<file path="config.mk">
export PLATFORM = sky130hd
export DESIGN_NAME = nes_joypad_port
export DESIGN_NICKNAME = d
export VERILOG_FILES = /design/src/rtl/nes_joypad_port.sv
export SDC_FILE = /design/constraint.sdc
export NUM_CORES = 1
export LEC_CHECK = 0
export CAP_MARGIN = 20
export CORE_MARGIN = 5
export CORE_UTILIZATION = 43
export DETAILED_ROUTE_END_ITERATION = 7
export GPL_ROUTABILITY_DRIVEN = 0
export PLACE_DENSITY = 0.76
export SYNTH_ARGS = -nofsm -noshare
export SYNTH_HDL_FRONTEND = slang
export SYNTH_SLANG_ARGS = --single-unit
</file>
<file path="constraint.sdc">
create_clock -name i_clk -period 1.65 [get_ports i_clk]
set_input_delay 0.165 -clock i_clk [delete_from_list [all_inputs] [get_ports i_clk]]
set_output_delay 0.165 -clock i_clk [all_outputs]
set_load 0.1 [all_outputs]
</file>
<file path="src/rtl/nes_joypad_port.sv">
// ---------------------------------------------------------------------------
// nes_joypad_port
//
// CPU-side controller port for both NES joypads ($4016 / $4017). Takes the
// pressed-button vectors from the PS/2 scanner, adds turbo autofire for the
// TA/TB buttons, and serialises one button bit per CPU read in standard NES
// order (A, B, Select, Start, Up, Down, Left, Right).
//
// Parameters
//   TURBO_DIV     i_clk cycles per turbo half-period (1..65535)
//
// Ports
//   i_clk         system clock; CPU strobes are synchronous to it
//   i_rstn        asynchronous active-low reset
//   i_jp1_vector  pad 1 held buttons {up,down,left,right,b,a,tb,ta,select,start}
//   i_jp2_vector  pad 2 held buttons, same encoding
//   i_cpu_addr    CPU address (full 16-bit decode, no mirrors)
//   i_cpu_wr      one-cycle write strobe
//   i_cpu_rd      one-cycle read strobe
//   i_cpu_wdata   CPU write data (bit 0 drives the latch strobe)
//   o_cpu_rdata   registered read data
//   o_rdata_val   high for one cycle when o_cpu_rdata belongs to this block
// ---------------------------------------------------------------------------
module nes_joypad_port #(
    parameter logic [15:0] TURBO_DIV = 16'd50000
) (
    input  logic        i_clk,
    input  logic        i_rstn,
    input  logic [9:0]  i_jp1_vector,
    input  logic [9:0]  i_jp2_vector,
    input  logic [15:0] i_cpu_addr,
    input  logic        i_cpu_wr,
    input  logic        i_cpu_rd,
    input  logic [7:0]  i_cpu_wdata,
    output logic [7:0]  o_cpu_rdata,
    output logic        o_rdata_val
);

    // Button positions inside the scanner vectors.
    localparam int unsigned BTN_START  = 0;
    localparam int unsigned BTN_SELECT = 1;
    localparam int unsigned BTN_TA     = 2;
    localparam int unsigned BTN_TB     = 3;
    localparam int unsigned BTN_A      = 4;
    localparam int unsigned BTN_B      = 5;
    localparam int unsigned BTN_RIGHT  = 6;
    localparam int unsigned BTN_LEFT   = 7;
    localparam int unsigned BTN_DOWN   = 8;
    localparam int unsigned BTN_UP     = 9;

    // Open-bus pattern returned in the upper bits of every read.
    localparam logic [6:0] RD_UPPER = 7'b0100000;

    logic        strobe_q,  strobe_d;
    logic [15:0] turbo_q,   turbo_d;
    logic        phase_q,   phase_d;
    logic [7:0]  sh1_q,     sh1_d;
    logic [7:0]  sh2_q,     sh2_d;
    logic [7:0]  rdata_q,   rdata_d;
    logic        rval_q,    rval_d;

    logic        hit4016, hit4017;
    logic        rd_ok;
    logic [7:0]  byte1, byte2;

    // Map a scanner vector onto the NES shift order, merging turbo into A/B.
    function automatic logic [7:0] nes_byte(input logic [9:0] v, input logic phase);
        logic a_eff;
        logic b_eff;
        a_eff = v[BTN_A] | (v[BTN_TA] & phase);
        b_eff = v[BTN_B] | (v[BTN_TB] & phase);
        return {v[BTN_RIGHT], v[BTN_LEFT], v[BTN_DOWN], v[BTN_UP],
                v[BTN_START], v[BTN_SELECT], b_eff, a_eff};
    endfunction

    assign hit4016 = (i_cpu_addr == 16'h4016);
    assign hit4017 = (i_cpu_addr == 16'h4017);
    // A write in the same cycle wins; the read is dropped entirely.
    assign rd_ok   = i_cpu_rd & ~i_cpu_wr;

    assign byte1 = nes_byte(i_jp1_vector, phase_q);
    assign byte2 = nes_byte(i_jp2_vector, phase_q);

    // NOTE: every signal driven here gets a default first, so no path leaves
    // it unassigned and no latch is inferred.
    always_comb begin
        strobe_d = strobe_q;
        turbo_d  = turbo_q + 16'd1;
        phase_d  = phase_q;
        sh1_d    = sh1_q;
        sh2_d    = sh2_q;
        rdata_d  = rdata_q;
        rval_d   = 1'b0;

        if (i_cpu_wr && hit4016) begin
            strobe_d = i_cpu_wdata[0];
        end

        if (turbo_q == TURBO_DIV - 16'd1) begin
            turbo_d = 16'd0;
            phase_d = ~phase_q;
        end

        // Strobe high: continuous reload, reads see the live A button.
        // Strobe low: frozen, each read shifts in a 1 from the top.
        if (strobe_q) begin
            sh1_d = byte1;
            sh2_d = byte2;
        end else begin
            if (rd_ok && hit4016) sh1_d = {1'b1, sh1_q[7:1]};
            if (rd_ok && hit4017) sh2_d = {1'b1, sh2_q[7:1]};
        end

        if (rd_ok && hit4016) begin
            rval_d  = 1'b1;
            rdata_d = {RD_UPPER, strobe_q ? byte1[0] : sh1_q[0]};
        end else if (rd_ok && hit4017) begin
            rval_d  = 1'b1;
            rdata_d = {RD_UPPER, strobe_q ? byte2[0] : sh2_q[0]};
        end
    end

    // NOTE: state registers use non-blocking assignments so every flop
    // samples its next-state value from the same clock edge. The shift
    // registers are plain flops, so resetting them is cheap and gives
    // deterministic reads before the first strobe.
    always_ff @(posedge i_clk or negedge i_rstn) begin
        if (!i_rstn) begin
            strobe_q <= 1'b0;
            turbo_q  <= 16'd0;
            phase_q  <= 1'b0;
            sh1_q    <= 8'h00;
            sh2_q    <= 8'h00;
            rdata_q  <= 8'h00;
            rval_q   <= 1'b0;
        end else begin
            strobe_q <= strobe_d;
            turbo_q  <= turbo_d;
            phase_q  <= phase_d;
            sh1_q    <= sh1_d;
            sh2_q    <= sh2_d;
            rdata_q  <= rdata_d;
            rval_q   <= rval_d;
        end
    end

    assign o_cpu_rdata = rdata_q;
    assign o_rdata_val = rval_q;

endmodule

</file>
Word-level counts from Yosys, hierarchy flattened:

Cells that the tools add are included.

* ROM bits: 0
* register bits after elaboration: 43
* memories: 0
* logic and storage cells: 39
* output and inout port bits: 9
* latch bits: 0
* RAM bits: 0

* multipliers: 0
* equality and inequality tests: 3
* div/mod/pow operators: 0
* shift-type cells: 0
* reductions and logical operators: 6
* add/subtract/negate cells: 1
* bitwise logic cells: 11
* magnitude comparators: 0
* mux-type cells: 11

Operators by type and width (count)
* $mux W8: 6
* $eq A16 B15 Y1 const B: 2
* $add A16 B1 Y16 const B: 1
* $eq A16 B16 Y1 const B: 1
* $mux W16: 1
* $reduce_bool A2 Y1: 3
* $and A1 B1 Y1: 5
* $mux W1: 4
* $or A1 B1 Y1: 4
* $logic_and A1 B1 Y1: 3
* $not A1 Y1: 2

Logic depth before layout (Yosys ltp):

* word-level depth: 5
* mapped depth: 6
* depth with buffers taken out: 5

Worst setup path after synthesis:

OpenSTA, ideal clock, no wires.

* kind: reg-to-reg
* start point: register turbo_q[5]
* end point: register turbo_q[14]
* cell stages (with the launch flop): 5
* library setup time: 0.124 ns
* slack: -0.029 ns
* required time: 1.526 ns
* data arrival time: 1.554 ns
* path buffers: 0
* cells stage by stage: dfrtp_1 or4b_4 nor4_4 nand2b_1 mux2i_1

* word-level cells in the longest chain between the ends: 2
* elaborated cells between the ends (all ways): 3
* classes of those cells: add/sub (1); eq/ne (1); mux (1)

RTL lines
* start: declaration: RTL line 55 `logic [15:0] turbo_q, turbo_d;`
* start signal: assignment: RTL line 138 `turbo_q <= turbo_d;`
* $add A16 B1 Y16 or $eq A16 B16 Y1 (tied branches): RTL line 88, 99
* $mux W16 (*): RTL line 99 `if (turbo_q == TURBO_DIV - 16'd1) begin`
* net turbo_d[14]: RTL line 55

Mark *: on every way through the listed nets, which the timed path passes. The rest lies on a longest branch.
A chain may end at the register's enable or synchronous reset.

Final worst setup path:

* start point: register turbo_q[11]
* end point: register turbo_q[14]

The elaborated chain is that of the path after synthesis.

==> results_dict.tcl <==
set metrics [dict create \
    outcome "finished, violations left" \
    violations "negative setup slack" \
    sw_frac_of_total_pct 24.7 \
    num-fill-cells 375 \
    start_util_pct 44.8 \
    critPathCaptureType "flip-flop" \
    hold_class "input port to asynchronous set/reset pin" \
    die_h_um 77.6 \
    die_area_um2 6020 \
    seqPwrFrac_pct 50.8 \
    htreeDepth 2 \
    num_rows 24 \
    fin_skew_ns 0.00725 \
    fin_crit_sh_pct 101 \
    grt_pass1_vias 1757 \
    cts_tree "built" \
    worstPathMaxFanout 2 \
    p_per_area_nw_per_um2 651 \
    clk_pin_slew_worst_paths_ns 0.08 \
    yosys_warnings 0 \
    path_class "flip-flop to flip-flop" \
    dpl.hpwl_mm 3.50 \
    ys_seq_elements 37 \
    route.met2.wl_mm 2.20 \
    clk-insertion-delay-late_ns 0.29 \
    yosysUniqueCellTypes 46 \
    internal_power_w 0.00135 \
    cts-root-buf "clkbuf_8" \
    vias 1787 \
    overflow 0 \
    multi_input_area_um2 976 \
    routed_via_density 5.66 \
    switchingPower_w 0.000444 \
    cp_data_required_time_ns 1.83 \
    ir_worst_vdd_v 0.000444 \
    synthCells 195 \
    drtIter0Drc 112 \
    fin_ws_ns -0.0172 \
    antenna_cells 0 \
    grt_pass1_wl_mm 8.13 \
    ys_seq_area_share_pct 47.2 \
    cts_buffer_depth 2 \
    finalNetCount 313 \
    hold_viol 0 \
    routed_wl_mm 4.93 \
    syn_avg_cell_area_um2 10.1 \
    dp_slack_ns -0.235 \
    grt_usage_pct 16.8 \
    power.static_leakage_nw 1.24 \
    ant_nets 0 \
    syn_to_final_growth_pct 40.5 \
    drive_above_1_share_pct 18.6 \
    drcViolationCount 0 \
    finalSetupViolations 1 \
    wl_met1_mm 2.25 \
    numCtsBuffers 5 \
    rsz0062_at_grt "yes" \
    wl_per_cell_um 15.6 \
    dr.pass1.iters 4 \
    io_pins 57 \
    drv_slew 0 \
    arrival_ns 1.85 \
    port_buffers 43 \
    ff2ff_path_depth 5 \
    synth_edf_count 0 \
    seq_area_um2 926 \
    maxUsedRoutingLayer "met4" \
    fmax_ghz 0.600 \
    syn-cell-area_um2 1960 \
    routed-wl-met3_um 373 \
    die_width_um 77.6 \
    async_flop_share_pct 100 \
    antenna_found_initial 0 \
    p_total_w 0.00179 \
    power_frac_comb_pct 12.9 \
    grt_max_degree 38 \
    postCtsHoldBufs 0 \
    clkSinkCount 37 \
    drv_cap 0 \
    period_minus_slack_ns 1.67 \
    cp-start-kind "flip-flop" \
    synth_flop_cell "dfrtp_1" \
    coreArea_um2 4380 \
    pwr-share-clk_pct 36.3 \
]
power by group through the flow:
| stage | Combinational, W | Clock (W) | Sequential, W |
|---|---|---|---|
| floorplan | 0.000102 | 0 | 0.000930 |
| global placement | 0.000228 | 0 | 0.000930 |
| detailed placement | 0.000230 | 0 | 0.000930 |
| CTS | 0.000231 | 0.000673 | 0.000912 |
| global route | 0.000245 | 0.000706 | 0.000912 |
| finish | 0.000231 | 0.000652 | 0.000912 |
flip-flops by register name, summed over array words and instances (netlist names):
signal,count
turbo_q,16
o_rdata_val,1
sh1_q,8
sh2_q,8
phase_q,1
o_cpu_rdata,2
strobe_q,1
through the flow:
| step | utilization [%] | area [µm²] | instances | hold slack, ns | TNS [ns] |
|---|---|---|---|---|---|
| floorplan | - | 1980 | 200 | -0.131 | -0.0286 |
| global placement | 59.7 | 2620 | 305 | 0.472 | -0.883 |
| detailed placement | 59.7 | 2620 | 305 | 0.489 | -2.07 |
| CTS | 61.8 | 2710 | 312 | 0.299 | 0 |
| global route | 62.9 | 2760 | 316 | 0.322 | -0.209 |
| finish | 62.9 | 2760 | 316 | 0.290 | -0.0172 |
critical path: stages (launching register included):
cell and delay, ns:
dfrtp_1 0.38, or4b_4 0.55, nor4_4 0.31, buf_4 0.16
nand2b_1 0.09, mux2i_1 0.06
final timing paths:
| path | start | endpoint | slack, ns |
|---|---|---|---|
| worst max-delay path | turbo_q[11]$_DFF_PN0_ | turbo_q[14]$_DFF_PN0_ | -0.02 |
| worst min-delay path | i_rstn | sh1_q[4]$_DFFE_PN0P_ | 0.29 |
| worst max register to register | turbo_q[11]$_DFF_PN0_ | turbo_q[14]$_DFF_PN0_ | -0.02 |
| worst min register to register | turbo_q[14]$_DFF_PN0_ | turbo_q[14]$_DFF_PN0_ | 0.51 |
| max in group asynchronous | i_rstn | turbo_q[12]$_DFF_PN0_ | 1.04 |
| min in group i_clk | i_jp2_vector[8] | sh2_q[5]$_DFFE_PN0P_ | 0.42 |
placed cells by master (no fill, tap or decap), drive strengths merged, types with 2 or more instances in the layout:
cell,synthesis,final
clkdlybuf4s50,0,40
dfrtp,37,37
buf,8,33
o21ai,16,16
a31oi,14,14
and3,10,10
a2bb2oi,10,10
nand3,9,9
nor2,7,7
xor2,7,7
nand2,6,6
a21oi,6,6
conb,1,6
clkbuf,8,6
xnor2,5,5
nor3,5,5
nor3b,4,4
nand4,3,3
inv,3,3
and4,3,3
nand3b,2,2
nand2b,2,2
mux2i,2,2
and2,2,2
nor2b,2,2
a211oi,2,2
mux2,2,2
a22oi,2,2
or4b,2,2
nor4,2,2
cell families (layout without fill, tap and decap cells):
group                    after synthesis  count (layout)  share of synthesized area, %
AND/OR/NAND/NOR                       65              65                          21.0
AO/OA/AOI/OAI                         56              56                          18.5
flip-flops                            37              37                          47.2
buffers and inverters                 19              83                          4.91
XOR/XNOR                              12              12                          5.35
multiplexers                           4               4                          2.17
adder cells (fa/ha/maj)                1               1                         0.637
other                                  1               6                         0.191
routing by layer:
layer | track usage [%] | vias to the layer above
met2 | 25.3 | 69
met1 | 21.7 | 847
met3 | 5.90 | 10
met4 | 7.73 | 0
met5 | 0 | -
li1 | - | 861
Yosys cell counts, types with 2 or more instances:
master,number,area [µm²]
xnor2_1,5,43.8
and3_1,10,62.6
mux2_2,2,22.5
a31oi_1,14,87.6
nand2_1,6,22.5
xor2_1,7,61.3
a21oi_1,6,30.0
o21ai_0,16,80.1
nand4_1,3,18.8
nor2_1,7,26.3
mux2i_1,2,20.0
clkbuf_1,8,30.0
nand3_1,9,45.0
buf_4,6,45.0
nor3b_1,4,30.0
nor3_1,4,20.0
nor2b_1,2,12.5
buf_2,2,10.0
and2_1,2,12.5
a22oi_1,2,15.0
a211oi_1,2,15.0
nand3b_1,2,15.0
nand2b_1,2,12.5
and4_1,3,26.3
inv_1,3,11.3
dfrtp_1,37,926
a2bb2oi_1,10,87.6
timing repair:
item,CTS,global route
buffers inserted,0,4
pin swaps,1,2
setup endpoints to repair,1,14
gates resized for setup,1,4
cell type report:
type                       count  share of cell area (%)
clock buffer                   6                    2.99
inverter                       3                   0.408
timing repair buffer          73                    25.0
sequential                    37                    33.6
clock inverter                 1                   0.272
tap                           52                    2.36
multi-input combinational    144                    35.4
Note: power is estimated with default switching activity, not from simulation.
